## config.mk

```make
export PLATFORM = sky130hd
export DESIGN_NAME = filt_quant_dec
export DESIGN_NICKNAME = d
export VERILOG_FILES = /design/src/rtl/filt_quant_dec_pkg.sv /design/src/rtl/filt_quant_dec_fifo.sv /design/src/rtl/filt_quant_dec.sv
export SDC_FILE = /design/constraint.sdc
export NUM_CORES = 1
export LEC_CHECK = 0
export ABC_AREA = 1
export CORE_ASPECT_RATIO = 1.2
export CORE_MARGIN = 5
export CORE_UTILIZATION = 25
export DETAILED_ROUTE_END_ITERATION = 10
export SLEW_MARGIN = 30
export SYNTH_ARGS = -nofsm -noshare
export SYNTH_HDL_FRONTEND = slang
export SYNTH_HIERARCHICAL = 1
export SYNTH_SLANG_ARGS = --single-unit
```

## constraint.sdc

```tcl
create_clock -name i_clk -period 2.9 [get_ports i_clk]
set_input_delay 0.58 -clock i_clk [delete_from_list [all_inputs] [get_ports i_clk]]
set_output_delay 0.58 -clock i_clk [all_outputs]
set_load 0.01 [all_outputs]
```

## src/rtl/filt_quant_dec_pkg.sv

```systemverilog
// Shared helpers for filt_quant_dec: saturation limits and FIFO pointer sizing.
package filt_quant_dec_pkg;

    localparam int unsigned FIFO_DEPTH_DEFAULT = 4;

    // Pointer width: address bits plus one wrap bit that separates full from empty.
    function automatic int unsigned fifo_ptr_width(input int unsigned depth);
        return $clog2(depth) + 1;
    endfunction

    // Pointer type for the default depth; the FIFO derives its own from its parameter.
    typedef logic [fifo_ptr_width(FIFO_DEPTH_DEFAULT)-1:0] fifo_ptr_t;

    // Largest value representable in a signed word of oup_width bits.
    function automatic logic signed [63:0] sat_max(input int unsigned oup_width);
        return (64'sd1 <<< (oup_width - 1)) - 64'sd1;
    endfunction

    // Smallest value representable in a signed word of oup_width bits.
    function automatic logic signed [63:0] sat_min(input int unsigned oup_width);
        return -(64'sd1 <<< (oup_width - 1));
    endfunction

endpackage

```

## src/rtl/filt_quant_dec_fifo.sv

```systemverilog
// Show-ahead synchronous FIFO. Head entry is visible on o_data while not empty;
// a push into a full FIFO succeeds only when a pop happens on the same edge.
module filt_quant_dec_fifo
    import filt_quant_dec_pkg::*;
#(
    parameter int unsigned gp_width = 16,
    parameter int unsigned gp_depth = 4
) (
    input  logic                i_clk,
    input  logic                i_rst_an,
    input  logic                i_push,
    input  logic [gp_width-1:0] i_data,
    input  logic                i_pop,
    output logic [gp_width-1:0] o_data,
    output logic                o_full,
    output logic                o_empty
);

    localparam int unsigned PW = fifo_ptr_width(gp_depth);
    localparam int unsigned AW = PW - 1;

    typedef logic [PW-1:0] ptr_t;

    ptr_t                wr_ptr_q, wr_ptr_d;
    ptr_t                rd_ptr_q, rd_ptr_d;
    logic [gp_width-1:0] mem_q [gp_depth];
    logic                do_push;
    logic                do_pop;

    assign o_empty = (wr_ptr_q == rd_ptr_q);
    assign o_full  = (wr_ptr_q[AW-1:0] == rd_ptr_q[AW-1:0]) && (wr_ptr_q[AW] != rd_ptr_q[AW]);
    assign do_pop  = i_pop && !o_empty;
    assign do_push = i_push && (!o_full || do_pop);

    // Empty FIFO presents zero so the output is clean straight out of reset.
    assign o_data = o_empty ? '0 : mem_q[rd_ptr_q[AW-1:0]];

    // Pointer advance; the extra MSB toggles on each wrap.
    always_comb begin
        wr_ptr_d = wr_ptr_q + ptr_t'(do_push);
        rd_ptr_d = rd_ptr_q + ptr_t'(do_pop);
    end

    // Pointer registers.
    always_ff @(posedge i_clk or negedge i_rst_an) begin
        if (!i_rst_an) begin
            wr_ptr_q <= '0;
            rd_ptr_q <= '0;
        end else begin
            wr_ptr_q <= wr_ptr_d;
            rd_ptr_q <= rd_ptr_d;
        end
    end

    // Storage array, written at the write pointer.
    always_ff @(posedge i_clk) begin
        if (do_push) begin
            mem_q[wr_ptr_q[AW-1:0]] <= i_data;
        end
    end

endmodule

```

## src/rtl/filt_quant_dec.sv

```systemverilog
// Decimating requantiser behind the MAC: keeps one of every gp_dec_factor
// results, shifts/saturates it to gp_oup_width bits and queues it in a FIFO.
// Build option: define FILT_QUANT_DEC_ROUND_EN for round-half-up, otherwise
// the shift truncates toward minus infinity.
module filt_quant_dec
    import filt_quant_dec_pkg::*;
#(
    parameter int unsigned gp_inp_width  = 37,
    parameter int unsigned gp_oup_width  = 16,
    parameter int unsigned gp_shift      = 20,
    parameter int unsigned gp_dec_factor = 4,
    parameter int unsigned gp_fifo_depth = 4
) (
    input  logic                           i_clk,
    input  logic                           i_rst_an,
    input  logic                           i_ena,
    input  logic signed [gp_inp_width-1:0] i_data,
    input  logic                           i_valid,
    output logic signed [gp_oup_width-1:0] o_data,
    output logic                           o_valid,
    input  logic                           i_ready,
    output logic                           o_sat,
    output logic                           o_ovf
);

    localparam int unsigned W1 = gp_inp_width + 1;
    localparam int unsigned CW = (gp_dec_factor > 1) ? $clog2(gp_dec_factor) : 1;
    localparam logic [CW-1:0] CNT_LAST = CW'(gp_dec_factor - 1);
    localparam logic signed [W1-1:0] SAT_HI = W1'(sat_max(gp_oup_width));
    localparam logic signed [W1-1:0] SAT_LO = W1'(sat_min(gp_oup_width));
`ifdef FILT_QUANT_DEC_ROUND_EN
    localparam logic signed [W1-1:0] RND_OFS = W1'(1) <<< (gp_shift - 1);
`endif

    logic [CW-1:0]                dec_cnt_q, dec_cnt_d;
    logic                         s1_vld_q, s1_vld_d;
    logic signed [W1-1:0]         s1_val_q, s1_val_d;
    logic                         sat_q, sat_d;
    logic                         ovf_q, ovf_d;
    logic                         accept;
    logic                         keep;
    logic signed [W1-1:0]         ext_val;
    logic signed [W1-1:0]         rnd_val;
    logic signed [gp_oup_width-1:0] s2_val;
    logic [gp_oup_width-1:0]      fifo_dout;
    logic                         s2_clip;
    logic                         fifo_push;
    logic                         fifo_full;
    logic                         fifo_empty;
    logic                         wr_ok;

    assign accept = i_valid && i_ena;
    assign keep   = accept && (dec_cnt_q == '0);

    // Decimation counter and stage-1 arithmetic: extend, optional round offset, shift.
    always_comb begin
        dec_cnt_d = dec_cnt_q;
        if (!i_ena) begin
            dec_cnt_d = '0;
        end else if (accept) begin
            dec_cnt_d = (dec_cnt_q == CNT_LAST) ? '0 : dec_cnt_q + CW'(1);
        end
        ext_val = W1'(i_data);
`ifdef FILT_QUANT_DEC_ROUND_EN
        rnd_val = ext_val + RND_OFS;
`else
        rnd_val = ext_val;
`endif
        s1_vld_d = keep;
        s1_val_d = keep ? (rnd_val >>> gp_shift) : s1_val_q;
    end

    // Stage 2: clip to the output range; the FIFO write itself is the register.
    always_comb begin
        s2_clip = 1'b0;
        s2_val  = s1_val_q[gp_oup_width-1:0];
        if (s1_val_q > SAT_HI) begin
            s2_clip = 1'b1;
            s2_val  = SAT_HI[gp_oup_width-1:0];
        end else if (s1_val_q < SAT_LO) begin
            s2_clip = 1'b1;
            s2_val  = SAT_LO[gp_oup_width-1:0];
        end
    end

    // A full FIFO holds at least one entry, so a pop is guaranteed when i_ready is high.
    assign fifo_push = s1_vld_q && i_ena;
    assign wr_ok     = fifo_push && (!fifo_full || i_ready);

    // Flag next-state: sat pulses with an accepted clipped write; ovf is sticky until disable.
    always_comb begin
        sat_d = wr_ok && s2_clip;
        ovf_d = ovf_q;
        if (!i_ena) begin
            ovf_d = 1'b0;
        end else if (fifo_push && fifo_full && !i_ready) begin
            ovf_d = 1'b1;
        end
    end

    // Pipeline and flag registers.
    always_ff @(posedge i_clk or negedge i_rst_an) begin
        if (!i_rst_an) begin
            dec_cnt_q <= '0;
            s1_vld_q  <= 1'b0;
            s1_val_q  <= '0;
            sat_q     <= 1'b0;
            ovf_q     <= 1'b0;
        end else begin
            dec_cnt_q <= dec_cnt_d;
            s1_vld_q  <= s1_vld_d;
            s1_val_q  <= s1_val_d;
            sat_q     <= sat_d;
            ovf_q     <= ovf_d;
        end
    end

    filt_quant_dec_fifo #(
        .gp_width (gp_oup_width),
        .gp_depth (gp_fifo_depth)
    ) u_fifo (
        .i_clk    (i_clk),
        .i_rst_an (i_rst_an),
        .i_push   (fifo_push),
        .i_data   (s2_val),
        .i_pop    (i_ready),
        .o_data   (fifo_dout),
        .o_full   (fifo_full),
        .o_empty  (fifo_empty)
    );

    assign o_data  = fifo_dout;
    assign o_valid = !fifo_empty;
    assign o_sat   = sat_q;
    assign o_ovf   = ovf_q;

endmodule

```

* After elaboration in Yosys (flattened, before gate mapping)
Memory sizes are Yosys's and may differ from the RTL's.
Cells that the tools add are included.
** Storage, ports and cells
- Bits in registers :: 28
- Bits in latches :: 0
- Bits in writable memories :: 64
- Memory bits (read-only) :: 0
- Input bits :: 42
- Word-level logic and storage cells :: 47
- Memories :: 1
** Operators by class
- $add $sub $neg :: 3
- $mul :: 0
- Divide/modulo/power cells :: 0
- Magnitude comparators :: 2
- Equality and inequality tests :: 6
- Shift-type cells :: 0
- Mux-type cells :: 12
- Bitwise gates (word level) :: 0
- Reduce and logical (&&, ||, !) cells :: 16
** Memory list
- u_fifo.mem_q :: words 4, width 16, read ports 1, clocked after memory_dff 0, write ports 1, line filt_quant_dec_fifo.sv:26 : logic [gp_width-1:0] mem_q [gp_depth];
** Operators with widths (number)
- 16-bit two-way mux :: 3
- 17-bit by 16-bit greater-than comparator with 1-bit output (second input constant) :: 1
- 17-bit by 16-bit less-than comparator with 1-bit output (second input constant) :: 1
- 1-bit logical AND :: 10
- 3-bit by 1-bit adder with 3-bit output :: 2
- 1-bit two-way mux :: 6
- 2-bit two-way mux :: 3
- 2-bit by 1-bit inequality test with 1-bit output (second input constant) :: 2
- 3-bit equality test :: 1
- 1-bit zero test :: 3
- 2-bit by 1-bit adder with 2-bit output (second input constant) :: 1
- 2-bit equality test :: 1
- 2-bit equality test (second input constant) :: 1
- 2-bit zero test :: 1
- 1-bit logical OR :: 2
- 1-bit inequality test :: 1

* Logic depth before layout (Yosys ltp)
Gate-level depths: netlist (run 1).
- Depth in word-level cells :: 7
- Gate-level depth with buffers :: 11
- Depth with buffers taken out :: 10

* By module
The synthesis (run 1) kept the hierarchy.
** Modules (own cells, without submodules)
- filt_quant_dec_fifo :: times used 1, cells an instance 230, area each 2865.2 µm², seq. area each 2072.0 µm²
- filt_quant_dec :: times used 1, cells an instance 152, area each 1131.1 µm², seq. area each 550.5 µm²

* Worst setup path after synthesis (run 1)
OpenSTA, ideal clock, no wires.
- Kind :: reg2reg
- Start :: reg u_fifo.rd_ptr_q[0]
- End :: mem u_fifo.mem_q[0][0], enable pin
- Setup time :: 0.388 ns
- Arrival :: 1.560 ns
- Slack :: 0.952 ns
- Stages on the path, launching flop included :: 6
- Clock period less this slack :: 1.948 ns
- Cell sequence :: dfrtp_1 > buf_4 > xnor2_4 > nand4_1 > nand2_1 > nor2_1
** On the way
- Longest elaborated chain between the ends :: 7
** Ends and longest elaborated chain
- start: declaration :: line filt_quant_dec_fifo.sv:25 : ptr_t rd_ptr_q, rd_ptr_d;
- start signal: assignment :: line filt_quant_dec_fifo.sv:51 : rd_ptr_q <= rd_ptr_d;
- 3-bit equality test or 2-bit equality test (tied branches) :: line filt_quant_dec_fifo.sv:30, filt_quant_dec_fifo.sv:31
- 1-bit zero test or 1-bit logical AND (tied branches) :: line filt_quant_dec_fifo.sv:32, filt_quant_dec_fifo.sv:31
- 1-bit logical AND or 1-bit zero test (tied branches) :: line filt_quant_dec_fifo.sv:32, filt_quant_dec_fifo.sv:33
- 1-bit logical OR * :: line filt_quant_dec_fifo.sv:33 : assign do_push = i_push && (!o_full || do_pop);
- 1-bit logical AND * :: line filt_quant_dec_fifo.sv:33
- 1-bit two-way mux * :: line filt_quant_dec_fifo.sv:57 : if (do_push) begin
- 1-bit two-way mux (not written as such) * :: line filt_quant_dec_fifo.sv:58 : mem_q[wr_ptr_q[AW-1:0]] <= i_data;
- end: declaration :: line filt_quant_dec_fifo.sv:26
Every way passes the cells marked *; elsewhere a longest branch is shown, timed or not.

* Worst setup path in the final report (run 1)
- Start :: reg u_fifo.rd_ptr_q[0]
- End :: out o_data[13]
** On the way
- Longest elaborated chain between the ends :: 2
** Ends and longest elaborated chain
- memory 4 x 16 bit or 3-bit equality test (tied branches)
- 16-bit two-way mux * :: line filt_quant_dec_fifo.sv:36 : assign o_data = o_empty ? '0 : mem_q[rd_ptr_q[AW-1:0]];
- end: declaration :: line filt_quant_dec.sv:19 : output logic signed [gp_oup_width-1:0] o_data,
Marked as above.

==> results.md, run 1 <==
- Syn Area/Cell: 10.5 µm²
- Tcrit/Tclk final: 95.8%
- ANT nets after route: 0
- Outcome: completed
- Met1 wire length: 3.66 mm
- Crit path kind: reg2out
- Post-synthesis cell type count: 27
- Syn Nets: 430
- Final WS setup: 0.122 ns
- Largest net degree at the start of global routing: 35
- Post-CTS setup buffers: 0
- Clock slew at reported path FFs: 0.06 ns
- Core Region: 15600 µm²
- Commonest non-fill, non-tap cell in the layout: nand2_1
- # IOs: 61
- Root Buffer: clkbuf_16
- IO Port Bufs: 40
- Clk Latency, worst-skew pair: 0.33 ns
- Commonest cells after routing, fill and taps aside: nand2_1, edfxtp_1, inv_1, nor2_1, clkdlybuf4s50_1
- Multi-input gate area: 1100 µm²
- Metal2 WL: 4.05 mm
- Worst Reg2Reg Path Length in Cells: 8
- Post-synthesis sequential area ratio: 65.6%
- Die W: 125 µm
- H-tree depth: 3
- CTS Buf Count: 9
- Global-route wire length before repair: 13.2 mm
- Hold Crit Start: o_ovf
- Post-synth top area cell: edfxtp_1
- Static leakage: 2.11 nW
- Cell family with most CP delay: buffers and inverters
- Crit path time final: 2.78 ns
- Startpoint types: register
- Share of cells above drive strength 1: 8.08%
- Via density: 4.09
- Crit path buf inv count: 4
- Final Slew Violations: 0
- Design area: 4940 µm²
- Gpl congestion: 0.734
- Cts hold-fix bufs: 0
- # setup viols final: 0
- Fin nets: 476
- Clk sinks: 92
- Worst hold-check path type: reg2reg
- Setup TNS: 0 ns
- FP Rows: 50
- WL final: 8.00 mm
- Post-DP HPWL: 5.63 mm
- Worst-margin pin slew: 0.410 ns
- Top layer in use: met4
- Ys Warns: 6
- CP arrival: 2.20 ns
- Diodes inserted: 0
- Top cell type's share of synthesized area: 48.1%
- DR vias: 2621
- Synth top area cells: edfxtp_1, dfrtp_1, nand2_1
- CP cell instances: inv_2 -> buf_4 -> nor2_1 -> o22ai_1 -> nand2_1 -> inv_1 -> clkdlybuf4s50_1
- FF-to-FF Start: u_fifo/rd_ptr_q[0]
- Maxcap violations: 0
- DR WL met3: 200 µm
- Max Fclk: 0.360 GHz
- Critical Path Fanout Max: 19
- Peak supply drop: 0.379 mV
- Unrepaired setup endpoints after global routing: false
- Clk network pwr share: 24.2%
- Dpl ws: 0.465 ns
- Fillers: 1661
- Pwr dens: 963 nW/µm²
- CTS tree: done
- Pwr Total: 0.00476 W
- Slowest stage cell, crit path: clkdlybuf4s50_1
- Logic gate share of total power: 39.0%
- Tot GR Track Use: 8.99%
- Initial core utilization: 25.6%
- Final hold viol count: 0
- Detailed Routing Iterations Pass 1: 4
- 1st-iter DRT viols: 110
- P_sw: 0.00162 W
- Number of global-route vias before repair: 2680
- Yosys reg bits: 92
- Initial antenna violation count: 0
- Non-filler cells, final: 641
- Reg power frac: 36.7%
- # placed instances: 625
- Die footprint: 18600 µm²
- FF-to-FF setup slack: 1.08 ns
- Worst-case clock buffer depth: 2
- Worst hold path depth: 1
- Post-cts sizing count: 0
- Setup Skew: 0.00932 ns
- Req. time, crit path: 2.32 ns
- Mapped Cells: 382
- Area after DPL: 4640 µm²
- Switching Fraction: 34.1%
- DRC errors left: 0
- CP Capture Type: output port
- Register Area: 2620 µm²
- Pint: 0.00314 W
- Die Ht: 149 µm
- Hold EP: o_ovf
- CP max stage delay: 0.53 ns
- Slew headroom: 72.7%
- Grt ovf: 0
- Synthesis-to-layout area growth: 23.6%
- Worst R2R End: u_fifo/rd_ptr_q[2]
- Netlist Area Pre-Place: 4000 µm²
- Per-cell routed wire length: 12.5 µm
==> layer usage <==
metal  vias to the layer above  global-route usage, %
met5                         -                      0
met4                         0                   3.90
met3                         9                   1.76
met2                        51                   15.6
met1                      1219                   10.8
li1                       1342                      -
==> worst reg2reg max path: stages (launching register included) <==
cell,delay [ns]
dfrtp_1,0.41
buf_12,0.19
xnor2_4,0.21
nand3_4,0.22
nand2_1,0.12
inv_1,0.05
ha_1,0.17
ha_1,0.19
xor2_1,0.14
==> cell families after synthesis <==
| family | share of synthesized area (%) |
|---|---|
| adders and majority gates | 1.88 |
| xor gates and xnor gates | 1.13 |
| DFF | 65.6 |
| and+or+nand+nor | 17.1 |
| buffers and inverters | 6.92 |
| AOI/OAI and AO/OA | 7.33 |
==> sequential cells by signal, indices dropped and copies added, names as in the netlist <==
name,cells
s1_val_q,17
dec_cnt_q,2
u_fifo/rd_ptr_q,3
o_ovf,1
o_sat,1
s1_vld_q,1
u_fifo/mem_q,64
u_fifo/wr_ptr_q,3
==> cell type report <==
type | instances | area share (%)
Inverter | 43 | 3.29
Clock buffer | 11 | 4.91
Timing Repair Buffer | 51 | 10.0
Sequential cell | 92 | 53.1
Clock inverter | 5 | 1.19
Multi-Input combinational cell | 231 | 22.2
Tap cell | 208 | 5.27
==> worst max path at each step <==
stage	slack [ns]	end	cells past startpoint	startpoint
finish	0.12	o_data[13]	7	u_fifo/rd_ptr_q[0]
floorplan	0.95	u_fifo/mem_q[0][0]	5	u_fifo/rd_ptr_q[0]
CTS	0.09	o_data[13]	7	u_fifo/rd_ptr_q[0]
detailed placement	0.47	o_data[13]	7	u_fifo/rd_ptr_q[0]
global placement	0.47	o_data[13]	7	u_fifo/rd_ptr_q[0]
global route	0.01	o_data[13]	7	u_fifo/rd_ptr_q[0]
==> through the flow <==
step	hold slack, ns	util [%]
2_1_floorplan	0.284	-
3_3_place_gp	0.480	29.7
3_5_place_dp	0.479	29.7
4_1_cts	0.498	31.6
5_1_grt	0.505	31.6
6_report	0.500	31.6
==> Yosys cell counts, drive strengths merged <==
cell type  number
a21oi           1
a32o            1
buf            14
clkbuf          2
clkinv          1
dfrtp          28
edfxtp         64
ha              6
inv            42
nand2         121
nand3           6
nand4           2
nor2           40
o21ai          34
o22ai          16
o31ai           1
xnor2           1
xor2            2
==> power groups by stage <==
| stage | Clock (W) | Sequential [W] | Combinational (W) |
|---|---|---|---|
| 2_1_floorplan | 0 | 0.00175 | 0.00112 |
| 3_3_place_gp | 0 | 0.00177 | 0.00186 |
| 3_5_place_dp | 0 | 0.00177 | 0.00190 |
| 4_1_cts | 0.00119 | 0.00175 | 0.00191 |
| 5_1_grt | 0.00125 | 0.00176 | 0.00209 |
| 6_report | 0.00115 | 0.00175 | 0.00186 |
No activity file was read; power rests on OpenSTA's default activity.
==> run 2, diff against run 1 <==
Settings changed: ABC_CLOCK_PERIOD_IN_PS set to 2900, CAP_MARGIN set to 20, CORE_UTILIZATION 25 to 46, PLACE_DENSITY set to 0.7.
==> run 2 against run 1 <==
Against the previous run: sequential share of layout area up 2.7 points; largest cell class unchanged; worst hold slack about the same; fmax up 4.4%; largest power group unchanged.
==> results.md, run 2 (synthesized netlist as in run 1, its figures left out) <==
- DRC errors left: 0 (unchanged)
- Global-route wire length before repair: 11.6 mm (was 13.2 mm)
- Static leakage: 2.04 nW (was 2.11 nW)
- Fin nets: 476 (unchanged)
- Pwr Total: 0.00434 W (was 0.00476 W)
- Area after DPL: 4510 µm² (was 4640 µm²)
- CTS Buf Count: 9 (unchanged)
- Unrepaired setup endpoints after global routing: false (unchanged)
- CTS tree: done (unchanged)
- Fillers: 744 (was 1661)
- Max Fclk: 0.376 GHz (was 0.360 GHz)
- Largest net degree at the start of global routing: 33 (was 35)
- Post-DP HPWL: 4.67 mm (was 5.63 mm)
- Final Slew Violations: 0 (unchanged)
- IO Port Bufs: 40 (unchanged)
- Initial core utilization: 46.9% (was 25.6%)
- Clk Latency, worst-skew pair: 0.35 ns (was 0.33 ns)
- Worst hold-check path type: reg2reg (unchanged)
- # IOs: 61 (unchanged)
- Setup TNS: 0 ns (unchanged)
- FF-to-FF setup slack: 1.15 ns (was 1.08 ns)
- Gpl congestion: 0.736 (was 0.734)
- Die footprint: 10700 µm² (was 18600 µm²)
- Setup Skew: 0.00828 ns (was 0.00932 ns)
- Register Area: 2620 µm² (about the same)
- CP Capture Type: output port (unchanged)
- Grt ovf: 0 (unchanged)
- Number of global-route vias before repair: 2549 (was 2680)
- Hold Crit Start: u_fifo/wr_ptr_q[2] (was o_ovf)
- ANT nets after route: 0 (unchanged)
- Synthesis-to-layout area growth: 17.6% (was 23.6%)
- Startpoint types: register (unchanged)
- FP Rows: 37 (was 50)
- Detailed Routing Iterations Pass 1: 4 (unchanged)
- Final WS setup: 0.238 ns (was 0.122 ns)
- Per-cell routed wire length: 12.5 µm (about the same)
- Peak supply drop: 0.312 mV (was 0.379 mV)
- CP arrival: 2.08 ns (was 2.20 ns)
- Slew headroom: 72.9% (was 72.7%)
- Crit path kind: reg2out (unchanged)
- Post-CTS setup buffers: 0 (unchanged)
- Core Region: 8520 µm² (was 15600 µm²)
- FF-to-FF Start: u_fifo/rd_ptr_q[0] (unchanged)
- Clock slew at reported path FFs: 0.08 ns (was 0.06 ns)
- Crit path launch: u_fifo/rd_ptr_q[0] (unchanged)
- Req. time, crit path: 2.32 ns (about the same)
- Clk sinks: 92 (unchanged)
- Critical Path Fanout Max: 32 (was 19)
- Outcome: completed (unchanged)
- Die W: 95.1 µm (was 125 µm)
- Maxcap violations: 0 (unchanged)
- Die Ht: 112 µm (was 149 µm)
- Worst-margin pin slew: 0.405 ns (was 0.410 ns)
- Share of cells above drive strength 1: 7.85% (was 8.08%)
- Tcrit/Tclk final: 91.8% (was 95.8%)
- Worst setup path endpoint: o_data[15] (was o_data[13])
- H-tree depth: 3 (unchanged)
- Dpl ws: 0.402 ns (was 0.465 ns)
- Root Buffer: clkbuf_8 (was clkbuf_16)
- Final hold viol count: 0 (unchanged)
- Worst Reg2Reg Path Length in Cells: 7 (was 8)
- Initial antenna violation count: 0 (unchanged)
- 1st-iter DRT viols: 141 (was 110)
- Commonest cells after routing, fill and taps aside: nand2_1, edfxtp_1, inv_1, nor2_1, clkdlybuf4s50_1 (unchanged)
- Via density: 4.74 (was 4.09)
- Design area: 4700 µm² (was 4940 µm²)
- Commonest non-fill, non-tap cell in the layout: nand2_1 (unchanged)
- # setup viols final: 0 (unchanged)
- Max FFs per register: 64 (unchanged)
- Worst-case clock buffer depth: 2 (unchanged)
- Tot GR Track Use: 14.3% (was 8.99%)
- Multi-input gate area: 1100 µm² (unchanged)
- Cts hold-fix bufs: 0 (unchanged)
- DR vias: 2606 (was 2621)
- Diodes inserted: 0 (unchanged)
- Pwr dens: 923 nW/µm² (was 963 nW/µm²)
- Crit path time final: 2.66 ns (was 2.78 ns)
- WL final: 6.89 mm (was 8.00 mm)
- Worst R2R End: u_fifo/rd_ptr_q[2] (unchanged)
[run 2: worst min path at each step]
stage / endpoint / slack [ns] / cells after the start
after global placement: u_fifo/wr_ptr_q[2] / 0.48 / 1
final: u_fifo/wr_ptr_q[2] / 0.50 / 1
after CTS: u_fifo/wr_ptr_q[2] / 0.50 / 1
after global routing: u_fifo/rd_ptr_q[2] / 0.52 / 1
after detailed placement: u_fifo/rd_ptr_q[2] / 0.49 / 1
after floorplan: dec_cnt_q[0] / 0.28 / 0
[run 2: per-layer routing]
| layer | part of all wire (%) | track usage (%) | wire length (µm) |
|---|---|---|---|
| met5 | 0 | 0 | 0 |
| met4 | 2.4 | 8.66 | 168 |
| met3 | 3.7 | 2.01 | 256 |
| met2 | 51 | 24.1 | 3540 |
| met1 | 42 | 17.1 | 2920 |
[run 2: report_power, final]
group,internal [W],switching (W)
combinational,0.000793,0.000986
sequential,0.00163,0.000126
clock,0.000400,0.000399
total,0.00283,0.00151
[run 2: metrics by stage]
step	hold slack [ns]	utilization, %	cells
finish	0.500	55.2	550
global route	0.524	55.2	550
CTS	0.500	55.1	550
detailed placement	0.486	53.0	534
global placement	0.477	53.0	534
floorplan	0.284	-	382
[run 2: timing repair]
action | 4_1_cts | 5_1_grt
resized for setup | 0 | 3
hold endpoints to repair | 0 | 0
setup endpoints to repair | 0 | 15
[run 2: layout make-up]
| cell class | count | area share [%] |
|---|---|---|
| Clock buffer | 12 | 2.87 |
| Tap cell | 117 | 3.11 |
| Multi-Input combinational cell | 231 | 23.3 |
| Sequential cell | 92 | 55.8 |
| Inverter | 43 | 3.51 |
| Timing Repair Buffer | 51 | 10.3 |
| Clock inverter | 4 | 1.06 |
[run 2: critical path, stage by stage (launching register included)]
cell and delay, ns:
dfrtp_2 0.49, inv_4 0.27, o21ai_0 0.12, o22ai_1 0.20, nand2_1 0.08, inv_1 0.06
clkdlybuf4s50_1 0.52
